<file path="config.mk">
export PLATFORM = sky130hd
export DESIGN_NAME = uart_transceiver
export DESIGN_NICKNAME = d
export VERILOG_FILES = /design/src/rtl/uart_transceiver.sv
export SDC_FILE = /design/constraint.sdc
export NUM_CORES = 1
export LEC_CHECK = 0
export CAP_MARGIN = 5
export CELL_PAD_IN_SITES_DETAIL_PLACEMENT = 1
export CELL_PAD_IN_SITES_GLOBAL_PLACEMENT = 2
export CORE_AREA = 2 2 88 90
export DETAILED_ROUTE_END_ITERATION = 12
export DIE_AREA = 0 0 90 92
export DONT_BUFFER_PORTS = 1
export PLACE_DENSITY_LB_ADDON = 0.25
export SETUP_SLACK_MARGIN = 0.02
export SYNTH_ARGS = -nofsm -noshare
export SYNTH_HDL_FRONTEND = slang
export SYNTH_SLANG_ARGS = --single-unit
</file>
<file path="constraint.sdc">
create_clock -name Clock -period 3.7 [get_ports Clock]
set_input_delay 0.74 -clock Clock [delete_from_list [all_inputs] [get_ports Clock]]
set_output_delay 0.74 -clock Clock [all_outputs]
set_load 0.01 [all_outputs]
</file>
<file path="src/rtl/uart_transceiver.sv">
`timescale 1ns/1ps
// uart_transceiver: 8N1 UART transmitter and receiver; define UART_RX_SYNC_EN to pass SIn through a 2-flop synchronizer
module uart_transceiver #(
  parameter int ClockFreq = 100_000_000,
  parameter int BaudRate = 115_200
) (
  input  logic       Clock,
  input  logic       Reset,
  input  logic [7:0] DataIn,
  input  logic       DataInValid,
  output logic       DataInReady,
  output logic [7:0] DataOut,
  output logic       DataOutValid,
  input  logic       DataOutReady,
  input  logic       SIn,
  output logic       SOut
);
  localparam int N = ClockFreq / BaudRate;
  localparam int CW = $clog2(N + 1);
  localparam logic [CW-1:0] LastCnt = CW'(N - 1);
  localparam logic [CW-1:0] HalfCnt = CW'(N / 2 - 1);
  typedef enum logic [1:0] {Idle, Start, Data, Stop} stateT;
  stateT rxState, rxNext, txState, txNext;
  logic [CW-1:0] rxCnt, txCnt;
  logic [2:0] rxBit, txBit;
  logic [7:0] rxShift, txShift;
  logic rxIn, rxPrev, rxTick, txTick;
`ifdef UART_RX_SYNC_EN
  logic [1:0] rxSync;
  // two-flop synchronizer, idles high so reset does not look like a start bit
  always_ff @(posedge Clock)
    rxSync <= Reset ? 2'b11 : {rxSync[0], SIn};
  assign rxIn = rxSync[1];
`else
  assign rxIn = SIn;
`endif
  // receiver next state: start is re-checked at half a bit, data and stop at bit centres
  always_comb begin
    rxTick = rxCnt == (rxState == Start ? HalfCnt : LastCnt);
    rxNext = rxState;
    case (rxState)
      Idle:    rxNext = (rxPrev && !rxIn) ? Start : Idle;
      Start:   rxNext = rxTick ? (rxIn ? Idle : Data) : Start;
      Data:    rxNext = (rxTick && rxBit == 3'd7) ? Stop : Data;
      default: rxNext = rxTick ? Idle : Stop;
    endcase
  end
  // receiver datapath: shift in LSB first, deliver only good frames into an empty holding register
  always_ff @(posedge Clock)
    if (Reset) begin
      rxState <= Idle;
      rxCnt <= '0;
      rxBit <= '0;
      rxShift <= '0;
      rxPrev <= 1'b1;
      DataOut <= '0;
      DataOutValid <= 1'b0;
    end else begin
      rxState <= rxNext;
      rxPrev <= rxIn;
      rxCnt <= (rxState == Idle || rxTick) ? '0 : rxCnt + 1'b1;
      if (rxState == Start) rxBit <= '0;
      if (rxState == Data && rxTick) begin
        rxShift <= {rxIn, rxShift[7:1]};
        rxBit <= rxBit + 1'b1;
      end
      if (rxState == Stop && rxTick && rxIn && !DataOutValid) begin
        DataOut <= rxShift;
        DataOutValid <= 1'b1;
      end else if (DataOutReady) DataOutValid <= 1'b0;
    end
  // transmitter next state: every bit, including start and stop, lasts N cycles
  always_comb begin
    txTick = txCnt == LastCnt;
    DataInReady = txState == Idle;
    txNext = txState;
    case (txState)
      Idle:    txNext = DataInValid ? Start : Idle;
      Start:   txNext = txTick ? Data : Start;
      Data:    txNext = (txTick && txBit == 3'd7) ? Stop : Data;
      default: txNext = txTick ? Idle : Stop;
    endcase
  end
  // transmitter datapath: SOut is registered and updated one step ahead of each bit boundary
  always_ff @(posedge Clock)
    if (Reset) begin
      txState <= Idle;
      txCnt <= '0;
      txBit <= '0;
      txShift <= '0;
      SOut <= 1'b1;
    end else begin
      txState <= txNext;
      txCnt <= (txState == Idle || txTick) ? '0 : txCnt + 1'b1;
      if (txState == Idle && DataInValid) begin
        txShift <= DataIn;
        txBit <= '0;
        SOut <= 1'b0;
      end
      if (txTick && txState == Start) begin
        SOut <= txShift[0];
        txShift <= txShift >> 1;
      end
      if (txTick && txState == Data) begin
        SOut <= txBit == 3'd7 ? 1'b1 : txShift[0];
        txShift <= txShift >> 1;
        txBit <= txBit + 1'b1;
      end
    end
endmodule

</file>
==> flow_metrics.env, run 1 <==
export IMPL_cts_tree="built"
export IMPL_final_hold_viol_count=0
export IMPL_critPathBufInv=0
export IMPL_fin_crit_ns=2.17
export IMPL_r2r_start="rxState[1]"
export IMPL_synth_adder_area_share_pct=2.99
export IMPL_slew_violations=0
export IMPL_hp_class="reg2reg"
export IMPL_rrSetupSlack_ns=1.53
export IMPL_synth_common_cells="57 x dfxtp_1, 35 x nor2_1, 17 x mux2i_1"
export IMPL_ys_types=42
export IMPL_cp_arrival_ns=2.39
export IMPL_critical_path_slowest_cell="dfxtp_1"
export IMPL_yosys_warnings=0
export IMPL_ctsResizeCount=0
export IMPL_yosys_area_top_type_share_pct=45.5
export IMPL_p_leak_nw=1.05
export IMPL_die_w_um=90
export IMPL_path_cells="nand4bb_1 > nor4_1 > nand2_1 > mux2_2"
export IMPL_synthTopCellsByArea="dfxtp_1 45%, mux2i_1 6.8%, nor2_1 5.2%"
export IMPL_initial_core_util_pct=33.7
export IMPL_yosys_most_used_dff="dfxtp_1"
export IMPL_globalplace_congestion=0.692
export IMPL_firstDrtPassIters=3
export IMPL_synthArstFlopShare_pct=0
export IMPL_dieHeight_um=92
export IMPL_io_buffers=0
export IMPL_wirelength_um=5350
export IMPL_seq_area_frac_synth_pct=45.5
export IMPL_powerDensity_mw_per_mm2=466
export IMPL_critical_path_class="reg2reg"
export IMPL_crit_cells=4
export IMPL_holdPathEnd="txCnt[0]"
export IMPL_vias=1871
export IMPL_cts_hold_buf=0
export IMPL_end_kind="flip-flop"
export IMPL_min_path_cells=1
export IMPL_grt_pass1_wl_um=9340
export IMPL_grt_total_usage_pct=14.2
export IMPL_synth_top_family_by_area="simple AND/OR/NAND/NOR gates"
export IMPL_wl_per_cell_um=14.2
export IMPL_crit_required_ns=3.92
export IMPL_status="completed"
export IMPL_path_delay_family="simple AND/OR/NAND/NOR gates"
export IMPL_htree_levels=3
export IMPL_synth_xor_xnor_area_share_pct=6.28
export IMPL_ios=24
export IMPL_drt_iter0_drc=47
export IMPL_clk_latency_ns=0.33
export IMPL_start_kind="flip-flop"
export IMPL_max_freq_mhz=461
export IMPL_clk_pin_slew_ns=0.06
export IMPL_remaining_drc_errors=0
export IMPL_cts_made_buffers=9
export IMPL_synth_simple_gate_area_share_pct=25.9
export IMPL_layout_drive_gt1_share_pct=7.64
export IMPL_muxShareOfSynthArea_pct=7.68
export IMPL_synth_area_mm2=0.00251
export IMPL_dpl_hpwl_um=3660
export IMPL_hp_start="txCnt[0]"
export IMPL_worst_pin_slew_ns=0.700
export IMPL_post_route_period_util_pct=58.7
export IMPL_areaGrowthSynthToFinish_pct=12.0
export IMPL_rsz0062_at_grt="false"
export IMPL_die_area_mm2=0.00828
export IMPL_synth_fp_nets=291
export IMPL_finalSetupTns_ns=0
export IMPL_path_max_fanout=16
export IMPL_cts_max_path_buffers=2
export IMPL_synth_top_area_cell="dfxtp_1"
export IMPL_skew_ns=0.00717
export IMPL_clock_sinks=57
export IMPL_antenna_found_initial=0
export IMPL_vdd_drop_max_uv=229
export IMPL_ys_ff_latch=57
export IMPL_synth_compound_area_share_pct=9.02
export IMPL_fin_hold_ws_ns=0.460
export IMPL_overflow=0
export IMPL_coreArea_mm2=0.00745
export IMPL_antenna_cells=0
export IMPL_avgSynthCellArea_um2=9.23
export IMPL_slew_limit_headroom_pct=53.2
export IMPL_cpPeakStageDelay_ns=0.63
export IMPL_via_per_inst=4.96
export IMPL_r2r_cells=4
export IMPL_reg2reg_to="rxBit[0]"
export IMPL_post_cts_buffers=0
export IMPL_max_cap_violations=0
export IMPL_syn_inst=272
export IMPL_yosysMostFrequentCell="dfxtp_1"
export IMPL_rows=32
export IMPL_grt_pass1_vias=1866
export IMPL_cts_root_buf="clkbuf_8"
export IMPL_nets=289
export IMPL_ant_nets=0
export IMPL_synth_edf_count=0
export IMPL_grt_max_degree=45
export IMPL_finalSetupViolCount=0
stage by stage:
step / cells / worst slack [ns] / area (um2) / power (mW) / utilization [%]
6_report: 377 / 1.53 / 2810 / 1.31 / 37.8
5_1_grt: 377 / 1.33 / 2810 / 1.37 / 37.8
4_1_cts: 377 / 1.53 / 2810 / 1.34 / 37.8
3_5_place_dp: 361 / 1.56 / 2580 / 0.682 / 34.7
3_3_place_gp: 361 / 1.61 / 2580 / 0.682 / 34.7
2_1_floorplan: 272 / 2.01 / 2510 / 0.680 / -
per-layer routing:
metal / vias up / GRT usage, % / wire (um)
li1: 957 / - / -
met1: 883 / 17.3 / 2610
met4: 0 / 5.00 / 58
met5: - / 0 / 0
met3: 5 / 5.51 / 228
met2: 26 / 22.7 / 2450
area by class of cell:
cell class / instances / area, um2
Inverter: 4 / 15.0
Multi-Input combinational cell: 198 / 1300
Clock buffer: 15 / 196
Fill cell: 891 / 4640
Sequential cell: 57 / 1140
Clock inverter: 1 / 30.0
Tap cell: 102 / 128
report_power, final:
part	internal, mW	switching, mW
logic	0.0163	0.0198
clock network	0.404	0.238
registers	0.624	0.00819
state kept, by name, indices dropped and copies added, names as in the netlist:
register,count
rxCnt,10
txBit,3
txShift,8
DataOut,8
txCnt,10
rxBit,3
DataOutValid,1
rxPrev,1
rxState,2
txState,2
SOut,1
rxShift,8
placed cells by master, fill, tap and decap left out, drive strengths merged, types with 12 or more instances in the layout:
cell / count
nand4: 16
dfxtp: 57
clkbuf: 15
nor2: 35
nand2: 12
mux2i: 17
xor2: 13
nand3: 12
nand2b: 12
a21oi: 15
cells by family after synthesis:
family                   Yosys count
adder cells (fa/ha/maj)            6
AND/OR/NAND/NOR                  117
AO/OA/AOI/OAI                     38
multiplexers                      19
XOR/XNOR                          18
flip-flops                        57
buffers and inverters             17
worst reg2reg max path, delay by kind of cell (launching register included):
family           cells  cell delay (ns)
DFF                  1             0.63
muxes                1             0.41
and+or+nand+nor      3             1.01
worst max path at each step:
stage	from	end
detailed placement	rxState[1]	rxBit[0]
finish	rxState[1]	rxBit[0]
global placement	rxState[1]	rxBit[0]
floorplan	txCnt[0]	txCnt[2]
global route	rxState[1]	rxBit[0]
CTS	rxState[1]	rxBit[0]
Note: power is estimated with default switching activity, not from simulation.
==> run 2, diff against run 1 <==
==> constraint.sdc (replaced) <==
create_clock -name Clock -period 1.8 [get_ports Clock]
set_input_delay 0.36 -clock Clock [delete_from_list [all_inputs] [get_ports Clock]]
set_output_delay 0.36 -clock Clock [all_outputs]
set_load 0.01 [all_outputs]
==> flow_metrics.env, run 2 (synthesis results as in run 1) <==
export IMPL_status="completed"
export IMPL_clock_sinks=57
export IMPL_ctsResizeCount=0
export IMPL_cts_root_buf="clkbuf_8"
export IMPL_grt_pass1_wl_um=9390
export IMPL_critPathBufInv=0
export IMPL_io_buffers=0
export IMPL_vias=1962
export IMPL_start_kind="flip-flop"
export IMPL_antenna_found_initial=0
export IMPL_coreArea_mm2=0.00745
export IMPL_max_cap_violations=0
export IMPL_slew_limit_headroom_pct=68.8
export IMPL_dieHeight_um=92
export IMPL_cts_tree="built"
export IMPL_cts_made_buffers=9
export IMPL_rows=32
export IMPL_max_freq_mhz=580
export IMPL_slew_violations=0
export IMPL_drt_iter0_drc=62
export IMPL_rsz0062_at_grt="false"
export IMPL_remaining_drc_errors=0
export IMPL_finalSetupViolCount=0
export IMPL_ant_nets=0
export IMPL_globalplace_congestion=0.672
export IMPL_cts_max_path_buffers=2
export IMPL_hp_class="in2reg"
export IMPL_htree_levels=3
export IMPL_post_cts_buffers=0
export IMPL_layout_setup_ws_ns=0.0762
export IMPL_finalSetupTns_ns=0
export IMPL_critical_path_class="reg2reg"
export IMPL_cp_arrival_ns=1.99
export IMPL_stdcell_area_mm2=0.00297
export IMPL_placedInstanceArea_mm2=0.00270
export IMPL_wirelength_um=5480
export IMPL_powerDensity_mw_per_mm2=998
export IMPL_place_ws_ns=0.0804
export IMPL_via_per_inst=5.01
export IMPL_final_cell_mix="57 x dfxtp_1, 35 x nor2_1, 17 x mux2i_1"
export IMPL_path_cells="and2_1 > or3b_1 > or4_1 > a21oi_1"
export IMPL_fin_hold_ws_ns=0.0925
export IMPL_dpl_hpwl_um=3720
export IMPL_ios=24
export IMPL_overflow=0
export IMPL_antenna_cells=0
export IMPL_nets=304
export IMPL_clk_pin_slew_ns=0.07
export IMPL_grt_total_usage_pct=14.2
export IMPL_final_hold_viol_count=0
export IMPL_grt_max_degree=45
export IMPL_top_regs="rxCnt x10, txCnt x10"
export IMPL_areaGrowthSynthToFinish_pct=18.2
export IMPL_p_leak_nw=1.14
export IMPL_layout_drive_gt1_share_pct=13.1
export IMPL_die_area_mm2=0.00828
export IMPL_skew_ns=0.00662
export IMPL_worst_pin_slew_ns=0.468
export IMPL_post_route_period_util_pct=95.8
export IMPL_fin_crit_ns=1.72
export IMPL_final_common_cell="dfxtp_1"
export IMPL_path_delay_family="simple AND/OR/NAND/NOR gates"
export IMPL_cts_hold_buf=0
export IMPL_crit_required_ns=2.06
export IMPL_wl_per_cell_um=14.0
export IMPL_die_w_um=90
export IMPL_vdd_drop_max_uv=334
export IMPL_firstDrtPassIters=4
export IMPL_initial_core_util_pct=33.7
export IMPL_path_max_fanout=5
export IMPL_grt_pass1_vias=1945
export IMPL_critical_path_slowest_cell="or4_1"
export IMPL_clk_latency_ns=0.33
export IMPL_fin_util_pct=39.8
export IMPL_end_kind="flip-flop"
export IMPL_cpPeakStageDelay_ns=0.51
-- run 2: worst reg2reg max path, stage by stage (launching register included) --
cell	delay, ns
dfxtp_1	0.35
and2_1	0.23
or3b_1	0.43
or4_1	0.51
a21oi_1	0.14
-- run 2: area by class of cell --
type	instances	area (um2)
clock buffer	10	128
clock inverter	6	130
fill	874	4480
inverter	4	15.0
multi-input combinational	198	1310
sequential	57	1140
tap	102	128
timing repair buffer	15	113
-- run 2: worst paths after layout --
kind / start / endpoint / slack [ns] / cells past startpoint
setup / recovery: rxCnt[6] / rxState[1] / 0.08 / 4
hold / removal: Reset / DataOut[1] / 0.09 / 1
setup reg to reg: rxCnt[6] / rxState[1] / 0.08 / 4
hold reg to reg: txBit[1] / txBit[1] / 0.46 / 2
-- run 2: power by group --
part	internal, mW	switching, mW	total [mW]
sequential	1.28	0.0171	1.30
clock	1.06	0.523	1.58
combinational	0.0415	0.0427	0.0842
total	2.38	0.583	2.96
-- run 2: metal layers --
layer,vias to the layer above,wire length [um],track usage (%)
li1,987,-,-
met1,940,2710,18.3
met2,28,2470,21.7
met3,7,192,3.86
met4,0,99,7.69
met5,-,0,0
-- run 2: through the flow --
stage,cells,power (mW)
floorplan,272,1.40
global placement,376,1.41
detailed placement,376,1.41
CTS,392,3.00
global route,392,3.08
finish,392,2.96
